<file path="config.mk">
export PLATFORM = sky130hd
export DESIGN_NAME = intra_ram_pp_dp
export DESIGN_NICKNAME = d
export VERILOG_FILES = /design/src/rtl/intra_ram_pp_dp_pkg.sv /design/src/rtl/intra_ram_pp_bank.sv /design/src/rtl/intra_ram_pp_dp.sv
export SDC_FILE = /design/constraint.sdc
export NUM_CORES = 2
export LEC_CHECK = 0
export BUFFER_PORTS_ARGS = -buffer_cell sky130_fd_sc_hd__buf_2
export CAP_MARGIN = 5
export CORE_MARGIN = 8
export CORE_UTILIZATION = 58
export DETAILED_ROUTE_END_ITERATION = 7
export PLACE_DENSITY = 0.74
export SKIP_CTS_REPAIR_TIMING = 1
export SYNTH_ARGS = -nofsm -noshare
export SYNTH_HDL_FRONTEND = slang
export SYNTH_SLANG_ARGS = --single-unit
</file>
<file path="constraint.sdc">
create_clock -name clk -period 2.9 [get_ports clk]
set_clock_uncertainty 0.15 [all_clocks]
set_input_delay 0.145 -clock clk [delete_from_list [all_inputs] [get_ports clk]]
set_output_delay 0.145 -clock clk [all_outputs]
set_load 0.01 [all_outputs]
</file>
<file path="src/rtl/intra_ram_pp_dp_pkg.sv">
// Shared defaults, handshake state and next-state rule for the intra ping-pong buffer.
`ifndef INTRA_RAM_PP_WORD_WIDTH
`define INTRA_RAM_PP_WORD_WIDTH 32
`endif
`ifndef INTRA_RAM_PP_ADDR_WIDTH
`define INTRA_RAM_PP_ADDR_WIDTH 6
`endif

package intra_ram_pp_dp_pkg;

   localparam int unsigned DEF_WORD_WIDTH = `INTRA_RAM_PP_WORD_WIDTH;
   localparam int unsigned DEF_ADDR_WIDTH = `INTRA_RAM_PP_ADDR_WIDTH;

   typedef struct packed {
      logic [1:0] full;
      logic       wr_bank;
      logic       rd_bank;
   } pp_ctrl_t;

   localparam pp_ctrl_t PP_CTRL_RST = '{full: 2'b00, wr_bank: 1'b0, rd_bank: 1'b0};

   // A ready write bank is empty and a ready read bank is full, so both
   // releases always touch different banks and can be applied together.
   function automatic pp_ctrl_t pp_next(input pp_ctrl_t cur, input logic wr_done,
                                        input logic rd_done);
      pp_ctrl_t nxt;
      nxt = cur;
      if (wr_done && !cur.full[cur.wr_bank]) begin
         nxt.full[cur.wr_bank] = 1'b1;
         nxt.wr_bank           = ~cur.wr_bank;
      end
      if (rd_done && cur.full[cur.rd_bank]) begin
         nxt.full[cur.rd_bank] = 1'b0;
         nxt.rd_bank           = ~cur.rd_bank;
      end
      return nxt;
   endfunction

endpackage

</file>
<file path="src/rtl/intra_ram_pp_bank.sv">
// Single-clock byte-enabled RAM bank: one write port, one registered read port.
module intra_ram_pp_bank #(
   parameter int unsigned WORD_WIDTH = 32,
   parameter int unsigned ADDR_WIDTH = 6
) (
   input  logic                    clk,
   input  logic                    rstn,
   input  logic                    we_i,
   input  logic [ADDR_WIDTH-1:0]   addrw_i,
   input  logic [WORD_WIDTH-1:0]   dataw_i,
   input  logic [WORD_WIDTH/8-1:0] be_i,
   input  logic                    re_i,
   input  logic [ADDR_WIDTH-1:0]   addrr_i,
   output logic [WORD_WIDTH-1:0]   datar_o
);

   localparam int unsigned NBYTES = WORD_WIDTH / 8;
   localparam int unsigned DEPTH  = 2 ** ADDR_WIDTH;

   logic [WORD_WIDTH-1:0] mem_q [DEPTH];
   logic [WORD_WIDTH-1:0] rdata_q;

   // Storage array carries no reset so it maps onto a RAM macro.
   always_ff @(posedge clk) begin
      if (we_i) begin
         for (int k = 0; k < NBYTES; k++) begin
            if (be_i[k]) mem_q[addrw_i][8*k +: 8] <= dataw_i[8*k +: 8];
         end
      end
   end

   always_ff @(posedge clk or negedge rstn) begin
      if (!rstn)     rdata_q <= '0;
      else if (re_i) rdata_q <= mem_q[addrr_i];
   end

   assign datar_o = rdata_q;

endmodule

</file>
<file path="src/rtl/intra_ram_pp_dp.sv">
// Ping-pong dual-port buffer for intra reference pixels with full/empty bank handover.
// Optional output register stage: define INTRA_RAM_PP_OREG_EN.
module intra_ram_pp_dp
   import intra_ram_pp_dp_pkg::*;
#(
   parameter int unsigned WORD_WIDTH = DEF_WORD_WIDTH,
   parameter int unsigned ADDR_WIDTH = DEF_ADDR_WIDTH
) (
   input  logic                    clk,
   input  logic                    rstn,
   input  logic                    cena_i,
   input  logic                    wena_i,
   input  logic [ADDR_WIDTH-1:0]   addra_i,
   input  logic [WORD_WIDTH-1:0]   dataa_i,
   input  logic [WORD_WIDTH/8-1:0] bea_i,
   input  logic                    wr_done_i,
   output logic                    wr_rdy_o,
   output logic                    wr_bank_o,
   input  logic                    cenb_i,
   input  logic [ADDR_WIDTH-1:0]   addrb_i,
   output logic [WORD_WIDTH-1:0]   datab_o,
   output logic                    validb_o,
   input  logic                    rd_done_i,
   output logic                    rd_rdy_o,
   output logic                    rd_bank_o
);

   pp_ctrl_t              ctrl_q, ctrl_d;
   logic                  wr_rdy, rd_rdy, wr_acc, rd_acc;
   logic [1:0]            bank_we, bank_re;
   logic [WORD_WIDTH-1:0] bank_rdata [2];
   logic                  rsel_q;
   logic                  rvalid_q;
   logic [WORD_WIDTH-1:0] rd_word;

   assign wr_rdy = ~ctrl_q.full[ctrl_q.wr_bank];
   assign rd_rdy = ctrl_q.full[ctrl_q.rd_bank];
   assign wr_acc = ~cena_i & ~wena_i & wr_rdy;
   assign rd_acc = ~cenb_i & rd_rdy;

   always_comb begin
      ctrl_d = ctrl_q;
      ctrl_d = pp_next(ctrl_q, wr_done_i, rd_done_i);
   end

   always_ff @(posedge clk or negedge rstn) begin
      if (!rstn) ctrl_q <= PP_CTRL_RST;
      else       ctrl_q <= ctrl_d;
   end

   assign bank_we = {wr_acc & ctrl_q.wr_bank, wr_acc & ~ctrl_q.wr_bank};
   assign bank_re = {rd_acc & ctrl_q.rd_bank, rd_acc & ~ctrl_q.rd_bank};

   for (genvar b = 0; b < 2; b++) begin : g_bank
      intra_ram_pp_bank #(
         .WORD_WIDTH (WORD_WIDTH),
         .ADDR_WIDTH (ADDR_WIDTH)
      ) u_bank (
         .clk     (clk),
         .rstn    (rstn),
         .we_i    (bank_we[b]),
         .addrw_i (addra_i),
         .dataw_i (dataa_i),
         .be_i    (bea_i),
         .re_i    (bank_re[b]),
         .addrr_i (addrb_i),
         .datar_o (bank_rdata[b])
      );
   end

   // Bank select only moves on an accepted read, so the mux output holds otherwise.
   always_ff @(posedge clk or negedge rstn) begin
      if (!rstn) begin
         rsel_q   <= 1'b0;
         rvalid_q <= 1'b0;
      end else begin
         rvalid_q <= rd_acc;
         if (rd_acc) rsel_q <= ctrl_q.rd_bank;
      end
   end

   assign rd_word = rsel_q ? bank_rdata[1] : bank_rdata[0];

`ifdef INTRA_RAM_PP_OREG_EN
   logic [WORD_WIDTH-1:0] oreg_q;
   logic                  ovalid_q;

   always_ff @(posedge clk or negedge rstn) begin
      if (!rstn) begin
         oreg_q   <= '0;
         ovalid_q <= 1'b0;
      end else begin
         ovalid_q <= rvalid_q;
         if (rvalid_q) oreg_q <= rd_word;
      end
   end

   assign datab_o  = oreg_q;
   assign validb_o = ovalid_q;
`else
   assign datab_o  = rd_word;
   assign validb_o = rvalid_q;
`endif

   assign wr_rdy_o  = wr_rdy;
   assign rd_rdy_o  = rd_rdy;
   assign wr_bank_o = ctrl_q.wr_bank;
   assign rd_bank_o = ctrl_q.rd_bank;

endmodule

</file>
# Word level (Yosys, flattened, before mapping)
# Memories as Yosys holds them, arrays and structs flattened. A register that Yosys moved wholly into a read port is not among the register bits.
# Cells that the tools add are included.
[word_totals]
regBits = 6
latch_bits = 0
mem_bits_rw = 4096
mem_bits_ro = 0
out_inout_bits = 37
elab_cells = 65
n_memories = 2
[classes]
n_addsub = 0
multipliers = 0
div_mod_pow = 0
n_lt_le_gt_ge = 4
n_eq_ne = 0
shifts = 0
muxes = 31
n_bitwise = 16
n_reduce_logical = 7
[mem_list]
columns = ["memory", "depth", "word_bits", "read_ports", "rd_clocked_by_memory_dff", "write_ports", "line_no", "rtl"]
rows = [
  ["g_bank[0].u_bank.mem_q", 64, 32, 1, 1, 1, "intra_ram_pp_bank.sv:20", "logic [WORD_WIDTH-1:0] mem_q [DEPTH];"],
  ["g_bank[1].u_bank.mem_q", 64, 32, 1, 1, 1, "intra_ram_pp_bank.sv:20", ""],
]
[op_table]
columns = ["operator", "n"]
rows = [
  ["$mux 32", 1],
  ["$mux 1", 26],
  ["$and 1x1->1", 7],
  ["$not 1->1", 6],
  ["$logic_and 1x1->1", 4],
  ["$lt 1x2->1 const B", 2],
  ["$logic_not 1->1", 3],
  ["$mux 3", 1],
  ["$and 2x2->2", 1],
  ["$demux 1 s1", 2],
  ["$ge 1x1->1 const B", 2],
  ["$mux 2", 1],
  ["$not 2->2", 1],
  ["$or 2x2->2", 1],
]

# Depth between registers and ports, before layout
[depth]
word_depth = 8
ltp_mapped = 11
depth_no_buf = 5

# Cells and area by module
# A second synthesis with hierarchy kept.
[unflattened]
hier_cells = 8344
hier_area_um2 = 161479.9
[modules_own_cells]
columns = ["module", "instances", "cells_per_inst", "area_each_um2", "seq_area_each_um2"]
rows = [
  ["intra_ram_pp_bank", 2, 4139, 80328.3, 62299.8],
  ["intra_ram_pp_dp", 1, 66, 823.3, 150.1],
]

# Worst setup path after synthesis
# Ideal clock, no wire load.
[synth_timing]
path_kind = "register to register"
from = "register ctrl_q (netlist bit wr_bank_o)"
to = "memory g_bank[1].u_bank.mem_q[37][0] (enable)"
t_arrival_ns = 1.894
slack_ns = 0.485
path_stages_with_launch = 6
n_path_buf = 1
period_less_slack_ns = 2.415
cell_sequence = "dfrtp_1 > inv_1 > nor4_1 > nand2_1 > clkbuf_1 > nor2_1"
[synth_between]
elab_chain_cells = 7
[synth_rtl]
columns = ["item", "line_no", "rtl"]
rows = [
  ["start, declared", "intra_ram_pp_dp.sv:28", "pp_ctrl_t ctrl_q, ctrl_d;"],
  ["start signal, assigned", "intra_ram_pp_dp.sv:48", "else ctrl_q <= ctrl_d;"],
  ["$mux 1 (implied by the code) (2 in a row)", "intra_ram_pp_dp.sv:36", "assign wr_rdy = ~ctrl_q.full[ctrl_q.wr_bank];"],
  ["$not 1->1", "intra_ram_pp_dp.sv:36", ""],
  ["$and 1x1->1", "intra_ram_pp_dp.sv:38", "assign wr_acc = ~cena_i & ~wena_i & wr_rdy;"],
  ["$and 1x1->1 (*)", "intra_ram_pp_dp.sv:51", "assign bank_we = {wr_acc & ctrl_q.wr_bank, wr_acc & ~ctrl_q.wr_bank};"],
  ["$mux 1 (*)", "intra_ram_pp_bank.sv:25", "if (we_i) begin"],
  ["$mux 1 (implied by the code) (*)", "intra_ram_pp_bank.sv:27", "if (be_i[k]) mem_q[addrw_i][8*k +: 8] <= dataw_i[8*k +: 8];"],
  ["end, declared", "intra_ram_pp_bank.sv:20", ""],
]
# Mark *: on every way between the ends. The rest lies on a longest branch, timed or not. The select of a mux whose other input is x is not followed.

# Worst setup path in the final report
[layout_timing]
from = "register rsel_q"
to = "output datab_o[30]"
[layout_between]
elab_chain_cells = 1
[layout_rtl]
columns = ["item", "line_no", "rtl"]
rows = [
  ["start, declared", "intra_ram_pp_dp.sv:32", "logic rsel_q;"],
  ["start signal, assigned", "intra_ram_pp_dp.sv:78", "if (rd_acc) rsel_q <= ctrl_q.rd_bank;"],
  ["$mux 32", "intra_ram_pp_dp.sv:82", "assign rd_word = rsel_q ? bank_rdata[1] : bank_rdata[0];"],
  ["end, declared", "intra_ram_pp_dp.sv:21", "output logic [WORD_WIDTH-1:0] datab_o,"],
]
# No other way between the ends.

==> results_dict.tcl <==
set metrics [dict create \
    status "complete, but fails checks" \
    violations "negative hold slack" \
    synth_edf_count 4096 \
    synthDistinctLibCells 35 \
    io_pins 92 \
    tns_ps 0 \
    cts_root_buf "clkbuf_16" \
    final_util_pct 67.32 \
    synth_fa_ha_area_share_pct 0 \
    p_per_area_mw_per_mm2 681.1 \
    dieArea_mm2 0.2960 \
    first_global_vias 87170 \
    regArea_mm2 0.1248 \
    cts_max_level 5 \
    synth_common_cells "edfxtp_1, mux2i_1, mux4_2" \
    cp.required_ps 2610 \
    fillers 17230 \
    seq_area_frac_synth_pct 77.14 \
    grt_pass1_wl_um 620800 \
    first_pass_iters 6 \
    irDropWorstVdd_mv 0.5533 \
    syn_inst 8165 \
    antenna_found_initial 42 \
    finalWeightedCongestion 0.8793 \
    fp.coreArea_mm2 0.2784 \
    rows 194 \
    cts_sinks 4166 \
    synth-xor-area-share_pct 0 \
    netlist_area_mm2 0.1617 \
    reg2reg_from "ctrl_q[2]" \
    io_buffer_count 91 \
    cts_buffer_depth 4 \
    start_kind "register" \
    ys_warn_count 0 \
    hold_viol_final 1 \
    dr_total_vias 86980 \
    fmax_ghz 0.3466 \
    grt_max_degree 129 \
    synth_top_cell_area_share_pct 76.06 \
    cts_tree "yes" \
    drc 0 \
    crit_start "rsel_q" \
    grt_overflow 0 \
    clk_pin_slew_worst_paths_ps 60 \
    place_area_mm2 0.1741 \
    ant_nets 0 \
    synth-simple-area-share_pct 2.990 \
    synth_area_leader_cell "edfxtp_1" \
    multi_input_area_mm2 0.03469 \
    clk_latency_ps 990 \
    synth-seq-cells 4166 \
    layout.cells.non_filler 13300 \
    setup_viol 0 \
    cp_max_fo 16 \
    routed_via_density 6.542 \
    synth_ff_type "edfxtp_1" \
    die_w_um 544.0 \
    hp-class "input port to register" \
    drive_gt1_share_pct 24.74 \
    die_h_um 544.0 \
    wl_per_cell_um 32.74 \
    final_area_mm2 0.1874 \
    start_util_pct 58.09 \
    drt_iter0_markers 12590 \
    drv_slew 0 \
    totalWireLength_um 435300 \
    muxShareOfSynthArea_pct 15.03 \
    fin_nets 9263 \
    synth_area_leaders "edfxtp_1, mux4_2, mux2i_1" \
    synth-compound-area-share_pct 3.350 \
    hold_start "cenb_i" \
    postSynthAreaPerCell_um2 19.81 \
    async_flop_share_pct 1.680 \
    endpoint_kind "primary output" \
    fin_crit_sh_pct 99.50 \
    grt_usage_pct 28.96 \
    crit_type "register to primary output" \
    synth_fp_nets 8220 \
    synthToLayoutAreaGrowth_pct 15.90 \
    hold_slack_ps -12.80 \
    cap_violations 0 \
    dp_cells 12480 \
    arrival_ps 2590 \
    synth_top_family_by_area "multiplexers" \
    min_period_ps 2885 \
    p_leak_nw 62.81 \
    yosysMostFrequentCell "edfxtp_1" \
    worstMarginPinSlew_ps 1090 \
    hpwl_um 278900 \
    cts_buffers 401 \
    max-slew-margin-rel_pct 27.16 \
]
sequential cells by signal (all words and copies together), names as in the netlist:
name and count:
g_bank.u_bank.mem_q 4096, g_bank.u_bank.datar_o 64, ctrl_q 2, rd_bank_o 1, rsel_q 1, validb_o 1, wr_bank_o 1
cell type report:
type                    count  share of cell area [%]
flip-flops and latches   4166                   66.56
multi-input cells        3484                   18.51
clock buffers             489                   5.600
repair buffers           1152                   5.590
well taps                3724                   2.486
clock inverters           252                   1.218
diodes                     26                 0.03471
inverters                   3                0.006008
routing by layer:
metal,track usage (%),part of all wire [%],vias up
met4,14.86,6.0,18
met2,45.87,47,5515
met3,6.042,11,1053
met1,38.55,36,44750
met5,0,0.026,-
li1,-,-,35640
critical path: stages (launching register included):
cell and delay [ps]:
dfrtp_4 680, buf_12 270, mux2_2 470, buf_2 180
logic make-up (layout without fill, tap and decap cells):
logic type | Yosys count | count (layout)
buffers and inverters | 515 | 1896
flip-flops | 4166 | 4166
AND/OR/NAND/NOR | 1074 | 1074
multiplexers | 1697 | 1697
other | 0 | 26
AO/OA/AOI/OAI | 713 | 713
metrics by stage:
step	hold WS (ps)	setup WS (ps)	power (mW)
final	-12.80	14.64	127.7
after CTS	-929.6	-155.4	127.9
after global placement	73.71	-156.8	77.56
after global routing	13.38	-1.198	130.4
after detailed placement	74.32	-208.1	77.74
after floorplan	-300.6	485.0	72.53
cell usage in the layout (no fill, tap or decap), drive strengths merged:
cell / count
o31ai: 1
and3: 2
and3b: 3
o21ai: 1
inv: 15
bufinv: 30
and2: 2
a21oi: 4
a31oi: 2
or2: 1
clkinv: 194
buf: 1102
clkinvlp: 16
nand2b: 3
mux2i: 1025
diode: 26
nand2: 79
nor3b: 6
nand4: 64
nand3: 257
dlygate4sd3: 50
dfrtp: 70
mux4: 576
nor3: 66
a21boi: 1
a22oi: 512
mux2: 96
clkbuf: 489
a221o: 64
nor2b: 70
nor4: 2
edfxtp: 4096
nor2: 519
o22ai: 64
a211oi: 64
power by group:
part,internal [mW],leakage [nW],switching [mW]
Sequential,66.6,37.7,0.655
Combinational,3.44,18.9,6.03
Clock,28.5,6.23,22.4
worst paths after layout:
check                      cells past startpoint                      endpoint  slack, ps
max                                            3                   datab_o[30]         10
min                                            4                      validb_o        -10
max reg2reg                                    5  g_bank[0].u_bank.datar_o[16]        120
min reg2reg                                    1  g_bank[1].u_bank.datar_o[18]        360
max in group asynchronous                      4                     wr_bank_o       1990
min in group asynchronous                      4  g_bank[0].u_bank.datar_o[12]        160
(Power assumes the default switching activity.)
